### src/rtl/column_neighbor_reader.sv
// column_neighbor_reader
//   Read side of the per-column u/v M10K storage. Sweeps rows 0..NUM_ROWS-1 of
//   one column, keeps a three-row window of u (and two rows of v) and streams
//   one record per row with the cell's u_curr, v_next and its top (row-1) and
//   bottom (row+1) u neighbours. Rows outside the column read as BOUNDARY.
//
// Ports
//   clk, reset          clock, asynchronous active-low reset
//   start               one-cycle sweep request, honoured only when idle
//   read_addr           shared read address to the u_curr and v_next M10Ks
//   read_data_u/_v      M10K q outputs (valid the cycle after the address edge)
//   out_valid/out_ready record handshake towards diffusion_solver
//   out_u_curr/top/bottom, out_v_next, out_row, out_last  record fields
//   busy                sweep in progress
//   done                one-cycle pulse after the last record is accepted
//
// States
//   IDLE    | waiting for start
//   ISSUE   | read_addr held for the M10K to sample
//   CAPTURE | M10K q shifted into the window
//   TAIL    | bottom boundary shifted in after the last row (no read)
//   EMIT    | record presented, waiting for out_ready
//   DONE    | done pulse, back to IDLE
module column_neighbor_reader #(
  parameter int                NUM_ROWS = 11,
  parameter int                ADDR_W   = 16,
  parameter int                DATA_W   = 18,
  parameter logic [DATA_W-1:0] BOUNDARY = 18'h04000
) (
  input  logic              clk,
  input  logic              reset,
  input  logic              start,
  output logic [ADDR_W-1:0] read_addr,
  input  logic [DATA_W-1:0] read_data_u,
  input  logic [DATA_W-1:0] read_data_v,
  output logic              out_valid,
  input  logic              out_ready,
  output logic [DATA_W-1:0] out_u_curr,
  output logic [DATA_W-1:0] out_u_top,
  output logic [DATA_W-1:0] out_u_bottom,
  output logic [DATA_W-1:0] out_v_next,
  output logic [ADDR_W-1:0] out_row,
  output logic              out_last,
  output logic              busy,
  output logic              done
);

  typedef enum logic [2:0] {
    IDLE,
    ISSUE,
    CAPTURE,
    TAIL,
    EMIT,
    DONE
  } state_t;

  localparam logic [ADDR_W-1:0] LAST_ROW  = ADDR_W'(NUM_ROWS - 1);
  localparam logic [ADDR_W:0]   ROWS_EXT  = (ADDR_W+1)'(NUM_ROWS);
  localparam bit                MULTI_ROW = (NUM_ROWS > 1);

  state_t            state_q;
  logic [ADDR_W-1:0] addr_q;
  logic [ADDR_W-1:0] row_q;
  logic [DATA_W-1:0] u_top_q, u_mid_q, u_bot_q;
  logic [DATA_W-1:0] v_mid_q, v_bot_q;
  logic              valid_q, last_q, busy_q, done_q;

  // Next fetch address with a carry bit so the bound compare cannot wrap.
  logic [ADDR_W:0] addr_inc_ext;
  assign addr_inc_ext = {1'b0, addr_q} + (ADDR_W+1)'(1);

  always_ff @(posedge clk or negedge reset) begin
    if (!reset) begin
      state_q <= IDLE;
      addr_q  <= '0;
      row_q   <= '0;
      u_top_q <= '0;
      u_mid_q <= '0;
      u_bot_q <= '0;
      v_mid_q <= '0;
      v_bot_q <= '0;
      valid_q <= 1'b0;
      last_q  <= 1'b0;
      busy_q  <= 1'b0;
      done_q  <= 1'b0;
    end else begin
      done_q <= 1'b0;
      case (state_q)
        IDLE: begin
          if (start) begin
            // Pre-loading BOUNDARY makes row 0's top neighbour fall out of
            // the normal shift.
            u_mid_q <= BOUNDARY;
            u_bot_q <= BOUNDARY;
            v_mid_q <= '0;
            v_bot_q <= '0;
            addr_q  <= '0;
            row_q   <= '0;
            busy_q  <= 1'b1;
            state_q <= ISSUE;
          end
        end
        ISSUE: begin
          state_q <= CAPTURE;
        end
        CAPTURE: begin
          u_top_q <= u_mid_q;
          u_mid_q <= u_bot_q;
          u_bot_q <= read_data_u;
          v_mid_q <= v_bot_q;
          v_bot_q <= read_data_v;
          if (addr_q == '0) begin
            // Row 0 alone does not fill the window; fetch row 1 first.
            if (MULTI_ROW) begin
              addr_q  <= ADDR_W'(1);
              state_q <= ISSUE;
            end else begin
              state_q <= TAIL;
            end
          end else begin
            valid_q <= 1'b1;
            last_q  <= (row_q == LAST_ROW);
            state_q <= EMIT;
          end
        end
        TAIL: begin
          u_top_q <= u_mid_q;
          u_mid_q <= u_bot_q;
          u_bot_q <= BOUNDARY;
          v_mid_q <= v_bot_q;
          v_bot_q <= '0;
          valid_q <= 1'b1;
          last_q  <= (row_q == LAST_ROW);
          state_q <= EMIT;
        end
        EMIT: begin
          if (out_ready) begin
            valid_q <= 1'b0;
            last_q  <= 1'b0;
            if (row_q == LAST_ROW) begin
              done_q  <= 1'b1;
              state_q <= DONE;
            end else begin
              row_q <= row_q + ADDR_W'(1);
              if (addr_inc_ext < ROWS_EXT) begin
                addr_q  <= addr_inc_ext[ADDR_W-1:0];
                state_q <= ISSUE;
              end else begin
                state_q <= TAIL;
              end
            end
          end
        end
        DONE: begin
          busy_q  <= 1'b0;
          state_q <= IDLE;
        end
        default: begin
          valid_q <= 1'b0;
          busy_q  <= 1'b0;
          state_q <= IDLE;
        end
      endcase
    end
  end

  assign read_addr    = addr_q;
  assign out_valid    = valid_q;
  assign out_u_top    = u_top_q;
  assign out_u_curr   = u_mid_q;
  assign out_u_bottom = u_bot_q;
  assign out_v_next   = v_mid_q;
  assign out_row      = row_q;
  assign out_last     = last_q;
  assign busy         = busy_q;
  assign done         = done_q;

endmodule
### config.mk
export PLATFORM = sky130hd
export DESIGN_NAME = column_neighbor_reader
export DESIGN_NICKNAME = d
export VERILOG_FILES = /design/src/rtl/column_neighbor_reader.sv
export SDC_FILE = /design/constraint.sdc
export NUM_CORES = 1
export LEC_CHECK = 0
export BUFFER_PORTS_ARGS = -buffer_cell sky130_fd_sc_hd__buf_2
export CAP_MARGIN = 15
export CORE_MARGIN = 2
export CORE_UTILIZATION = 40
export CTS_CLUSTER_DIAMETER = 200
export DETAILED_ROUTE_END_ITERATION = 16
export SYNTH_ARGS = -nofsm -noshare
export SYNTH_HDL_FRONTEND = slang
export SYNTH_SLANG_ARGS = --single-unit
### constraint.sdc
create_clock -name clk -period 3.1 [get_ports clk]
set_input_delay 0 -clock clk [delete_from_list [all_inputs] [get_ports clk]]
set_output_delay 0 -clock clk [all_outputs]
set_load 0.1 [all_outputs]
==> results of run 1 <==
metrics by stage:
| stage | hold slack [ns] | utilization [%] | worst slack, ns | cell area [µm²] | std cells |
|---|---|---|---|---|---|
| global route | 0.251 | 55.2 | 0.200 | 7280 | 845 |
| CTS | 0.219 | 55.2 | 0.376 | 7280 | 845 |
| finish | 0.184 | 55.2 | 0.357 | 7280 | 845 |
| detailed placement | 0.112 | 47.8 | 0.387 | 6310 | 775 |
| floorplan | -0.296 | - | 0.00899 | 5390 | 474 |
| global placement | 0.108 | 47.8 | 0.467 | 6310 | 775 |
registers in the layout, indices dropped and copies added (netlist names), 3 cells and up:
name and flops:
out_u_bottom 18, out_u_curr 18, out_u_top 18, out_v_next 18, v_bot_q 18, out_row 16, read_addr 16, state_q 3
layer usage:
layer / GRT usage (%) / share of wire (%) / routed length [µm]
met1: 25.6 / 44 / 6050
met2: 30.2 / 48 / 6600
met3: 4.71 / 4.7 / 640
met4: 9.78 / 2.9 / 397
met5: 0 / 0 / 0
worst paths after layout:
kind | to | start | slack, ns | cells after the start
setup / recovery | read_addr[1]$_DFFE_PN0P_ | read_addr[1]$_DFFE_PN0P_ | 0.36 | 7
hold / removal | read_addr[5]$_DFFE_PN0P_ | reset | 0.18 | 2
setup reg to reg | read_addr[1]$_DFFE_PN0P_ | read_addr[1]$_DFFE_PN0P_ | 0.36 | 7
hold reg to reg | out_u_top[15]$_DFFE_PN0N_ | out_u_top[15]$_DFFE_PN0N_ | 0.47 | 2
max in group asynchronous | out_u_bottom[7]$_DFFE_PN0P_ | reset | 2.05 | 3
min in group clk | v_bot_q[0]$_DFFE_PN0P_ | read_data_v[0] | 0.33 | 3
cells by family after synthesis:
kind of cell / synth area share [%]
flip-flops: 59.9
AO/OA/AOI/OAI: 17.4
adder cells (fa/ha/maj): 0.929
buffers and inverters: 2.90
XOR/XNOR: 2.11
AND/OR/NAND/NOR: 16.3
multiplexers: 0.418
synth_stat cells, types with 4 or more instances:
cell and instances:
dfrtp_1 129, nand2_1 74, a22o_1 71, clkbuf_1 25, nor2_1 23, o21ai_0 16
nand3_1 12, and2_1 11, xor2_1 9, inv_1 8, nor3_1 7, a21oi_1 6
nand4_1 6, and3_1 5, and4_1 5, and2_4 4, ha_1 4, nor2b_1 4
nor4_1 4, xnor2_1 4
critical path, cell delays in order (launching register included):
cell and delay, ns:
dfrtp_1 0.48, ha_1 0.38, nand4_1 0.22, or3_1 0.41, a2111oi_4 0.37, nand3_2 0.14
a21o_1 0.35, a32o_1 0.26
area by class of cell:
cell class | count | area share (%)
multi-input cells | 308 | 27.8
inverters | 8 | 0.412
clock inverters | 10 | 1.86
flip-flops and latches | 129 | 44.3
clock buffers | 21 | 6.18
well taps | 176 | 3.02
repair buffers | 193 | 16.4
repair_timing:
action / 4_1_cts / 5_1_grt
endpoints found under the hold margin: 96 / 0
hold buffers: 39 / 0
gates resized for setup: 0 / 0
==> flow_summary.yaml, run 1 <==
run_status:
  status: "finished, final reports clean"
die:
  ios: 148
  die_area_um2: 14400
  start_util_pct: 40.9
  chipHeight_um: 120
  die_w_um: 120
  core-area_um2: 13200
  rows: 42
cells_and_area:
  final_nets: 701
  num_antenna_cells: 0
  mostFrequentLayoutCells: "buf_2 (146), dfrtp_1 (129), nand2_1 (74), a22o_1 (71), dlygate4sd3_1 (39)"
  final_common_cell: "buf_2"
  final.fill_count: 1170
  areaGrowthSynthToFinish_pct: 35.2
  seqCellArea_um2: 3230
  multiInputGateArea_um2: 2030
  drive_gt1_share_pct: 29.6
clocking:
  htree_levels: 4
  root_buffer: "clkbuf_16"
  post_cts_buffers: 0
  clk-insertion-delay-late_ns: 0.42
  path_clk_slew_ns: 0.05
  clockBufferDepth: 2
  numCtsBuffers: 17
  cts_tree: "built"
  cts.sinks: 129
placed_design:
  dp_hpwl_um: 9080
  place_congestion: 0.824
  io_buffer_count: 147
sta:
  setup_violations: 0
  rsz0062_at_grt: "false"
  worst_pin_slew_ns: 1.10
  clock.fmax_ghz: 0.365
  skew_ns: 0.00800
  finalCritPeriodShare_pct: 88.5
  fin_setup_tns_ns: 0
  timing_hold_violations_final: 0
  drv_slew: 0
  period_needed_ns: 2.74
  relSlewSlack_pct: 26.4
critical_path:
  cp.arrival_ns: 3.04
  path_max_fanout: 14
  endpoint_kind: "register"
  worstPathRequired_ns: 3.40
  critPathLaunchType: "register"
  path_class: "reg2reg"
yosys:
  syn_avg_cell_area_um2: 11.4
  async_flop_share_pct: 100
  synth_cell_type_count: 50
  syn_inst: 474
  synth_edf_count: 0
  synth_area_leaders: "dfrtp_1 (60%), a22o_1 (12%), nand2_1 (5.2%), clkbuf_1 (1.7%), nor2_1 (1.6%)"
  synth_seq_area_share_pct: 59.9
  synth_warnings: 0
  synthesis.area_um2: 5390
  netlist.area_leader.share_pct: 59.9
  synth-seq-cells: 129
  synth_top_cell_by_area: "dfrtp_1"
  synth_ff_type: "dfrtp_1"
  synth_fp_nets: 518
global_routing:
  grt_pass1_wl_um: 22000
  overflow: 0
  antenna_found_initial: 0
  grt_pass1_vias: 4279
  grtUsageTotal_pct: 19.5
  grt_max_degree: 59
worst_hold_path:
  hp-class: "in2async"
routing:
  drt_wl_total_um: 13700
  first_pass_iters: 5
  drc: 0
  ant_nets: 0
  via_per_inst: 5.26
  drt_iter0_markers: 207
  wl_per_cell_um: 16.2
  dr_total_vias: 4446
job:
  drv_cap: 0
Power of run 1 is left out: the tool's default activity adds up to more than one toggle a clock period on the data nets, which glitch-free logic cannot reach.
==> inputs of run 2 (changes only) <==
--- a/config.mk
+++ b/config.mk
@@ -7,10 +7,13 @@
 export LEC_CHECK = 0
 export BUFFER_PORTS_ARGS = -buffer_cell sky130_fd_sc_hd__buf_2
 export CAP_MARGIN = 15
+export CELL_PAD_IN_SITES_DETAIL_PLACEMENT = 1
+export CELL_PAD_IN_SITES_GLOBAL_PLACEMENT = 1
 export CORE_MARGIN = 2
-export CORE_UTILIZATION = 40
+export CORE_UTILIZATION = 25
 export CTS_CLUSTER_DIAMETER = 200
 export DETAILED_ROUTE_END_ITERATION = 16
+export PLACE_DENSITY_LB_ADDON = 0.1
 export SYNTH_ARGS = -nofsm -noshare
 export SYNTH_HDL_FRONTEND = slang
 export SYNTH_SLANG_ARGS = --single-unit
==> run 2 against run 1 <==
Against the previous run:
- die area rose by 58%
- count of clock-buffer cells in the layout fell by 4
- worst hold slack improved by 0.029 ns
- global-route usage fell by 4.8 points
- sequential share of layout area fell by 1.2 points
- flip-flop and latch count unchanged
- maximum frequency is 1.9% lower
- worst setup slack got worse by 0.054 ns
- non-clock buffer count rose by 2
- final cell count increased by 12%
- critical path type unchanged
==> flow_summary.yaml, run 2 (same netlist as run 1, synthesis figures left out) <==
critical_path:
  endpoint_kind: "register"
  cpPeakStageDelay_ns: 0.49
  reg2reg_depth: 7
  worstPathRequired_ns: 3.41
  path_max_fanout: 14
  worstPathCellList: "ha_1, nand4_1, or3_1, a2111oi_4, nand3_2, a21o_1, a211oi_1"
  critPathLaunchType: "register"
  crit_path_top_delay_cell: "dfrtp_1"
  cp.arrival_ns: 3.11
  path_class: "reg2reg"
global_routing:
  grtUsageTotal_pct: 14.7
  grt_pass1_wl_um: 26000
  grt_pass1_vias: 4727
  grt_max_degree: 77
  overflow: 0
  antenna_found_initial: 0
clocking:
  cts.sinks: 129
  htree_levels: 4
  post_cts_buffers: 0
  root_buffer: "clkbuf_16"
  path_clk_slew_ns: 0.06
  clk-insertion-delay-late_ns: 0.41
  cts_tree: "built"
  clockBufferDepth: 2
  numCtsBuffers: 17
sta:
  clock.fmax_ghz: 0.358
  relSlewSlack_pct: 32.0
  drv_slew: 0
  skew_ns: 0.0124
  fin_setup_tns_ns: 0
  finalCritPeriodShare_pct: 90.2
  setup_violations: 0
  rsz0062_at_grt: "false"
  period_needed_ns: 2.80
  worst_pin_slew_ns: 1.02
  timing_hold_violations_final: 0
cells_and_area:
  areaGrowthSynthToFinish_pct: 38.9
  final_common_cell: "buf_2"
  mostFrequentLayoutCells: "buf_2 (146), dfrtp_1 (129), nand2_1 (74), a22o_1 (71), dlygate4sd3_1 (39)"
  num_antenna_cells: 0
  drive_gt1_share_pct: 30.3
  final_nets: 703
  fin_area_um2: 7480
placed_design:
  io_buffer_count: 147
  placed_cell_area_um2: 6460
  dp_hpwl_um: 10600
  place_congestion: 0.801
routing:
  drt_iter0_markers: 140
  first_pass_iters: 4
  drt_wl_total_um: 16000
  wl_per_cell_um: 16.9
  dr_total_vias: 4491
  via_per_inst: 4.75
  ant_nets: 0
  drc: 0
worst_hold_path:
  hp-class: "in2async"
die:
  die_area_um2: 22700
  start_util_pct: 25.6
  rows: 53
  core-area_um2: 21100
  die_w_um: 151
  ios: 148
  chipHeight_um: 151
run_status:
  status: "finished, final reports clean"
job:
  drv_cap: 0
run 2: cell types whose count changed in the layout (fill, tap and decap cells not counted), moves of 2 or more:
cell / previous run / this run
clkinv_4: 1 / 3
clkinv_2: 4 / 1
clkbuf_1: 3 / 0
inv_6: 1 / 3
run 2: area by class of cell:
| cell class | count | area [µm²] |
|---|---|---|
| fillers | 2354 | 13600 |
| flip-flops and latches | 129 | 3230 |
| repair buffers | 195 | 1220 |
| inverters | 8 | 30.0 |
| well taps | 275 | 344 |
| clock buffers | 17 | 425 |
| clock inverters | 14 | 204 |
| multi-input cells | 308 | 2030 |
run 2: critical path, delay by kind of cell, from the launching register on:
family	cells	cell delay, ns
AO/OA/AOI/OAI	3	1.06
AND/OR/NAND/NOR	3	0.77
adder cells (fa/ha/maj)	1	0.38
flip-flops	1	0.49
run 2: final timing paths:
kind	start	endpoint	slack, ns
max	read_addr[1]$_DFFE_PN0P_	read_addr[0]$_DFFE_PN0P_	0.30
min	reset	read_addr[5]$_DFFE_PN0P_	0.21
max reg2reg	read_addr[1]$_DFFE_PN0P_	read_addr[0]$_DFFE_PN0P_	0.30
min reg2reg	out_u_top[16]$_DFFE_PN0N_	out_u_top[16]$_DFFE_PN0N_	0.47
max in group asynchronous	reset	out_v_next[2]$_DFFE_PN0P_	2.02
min in group clk	read_data_u[8]	out_u_bottom[8]$_DFFE_PN0P_	0.34
run 2: layer usage:
layer	vias to the layer above	routed length [µm]	GRT usage (%)
met2	98	7600	23.5
met3	15	600	3.31
met1	2295	7540	19.7
met4	0	284	5.14
met5	-	0	0
li1	2083	-	-
run 2: timing repair:
item / in CTS / in global routing
hold endpoints to repair: 93 / 0
gates resized for setup: 0 / 0
hold buffers: 39 / 0
run 2: through the flow:
step	utilization [%]	setup WS, ns	instances	hold WS, ns
final	35.5	0.303	946	0.214
after floorplan	-	0.00899	474	-0.296
after global placement	30.7	0.453	876	0.114
after detailed placement	30.7	0.321	876	0.121
after CTS	35.5	0.286	946	0.221
after global routing	35.5	0.103	946	0.267
Power of run 2 is left out for the same reason.
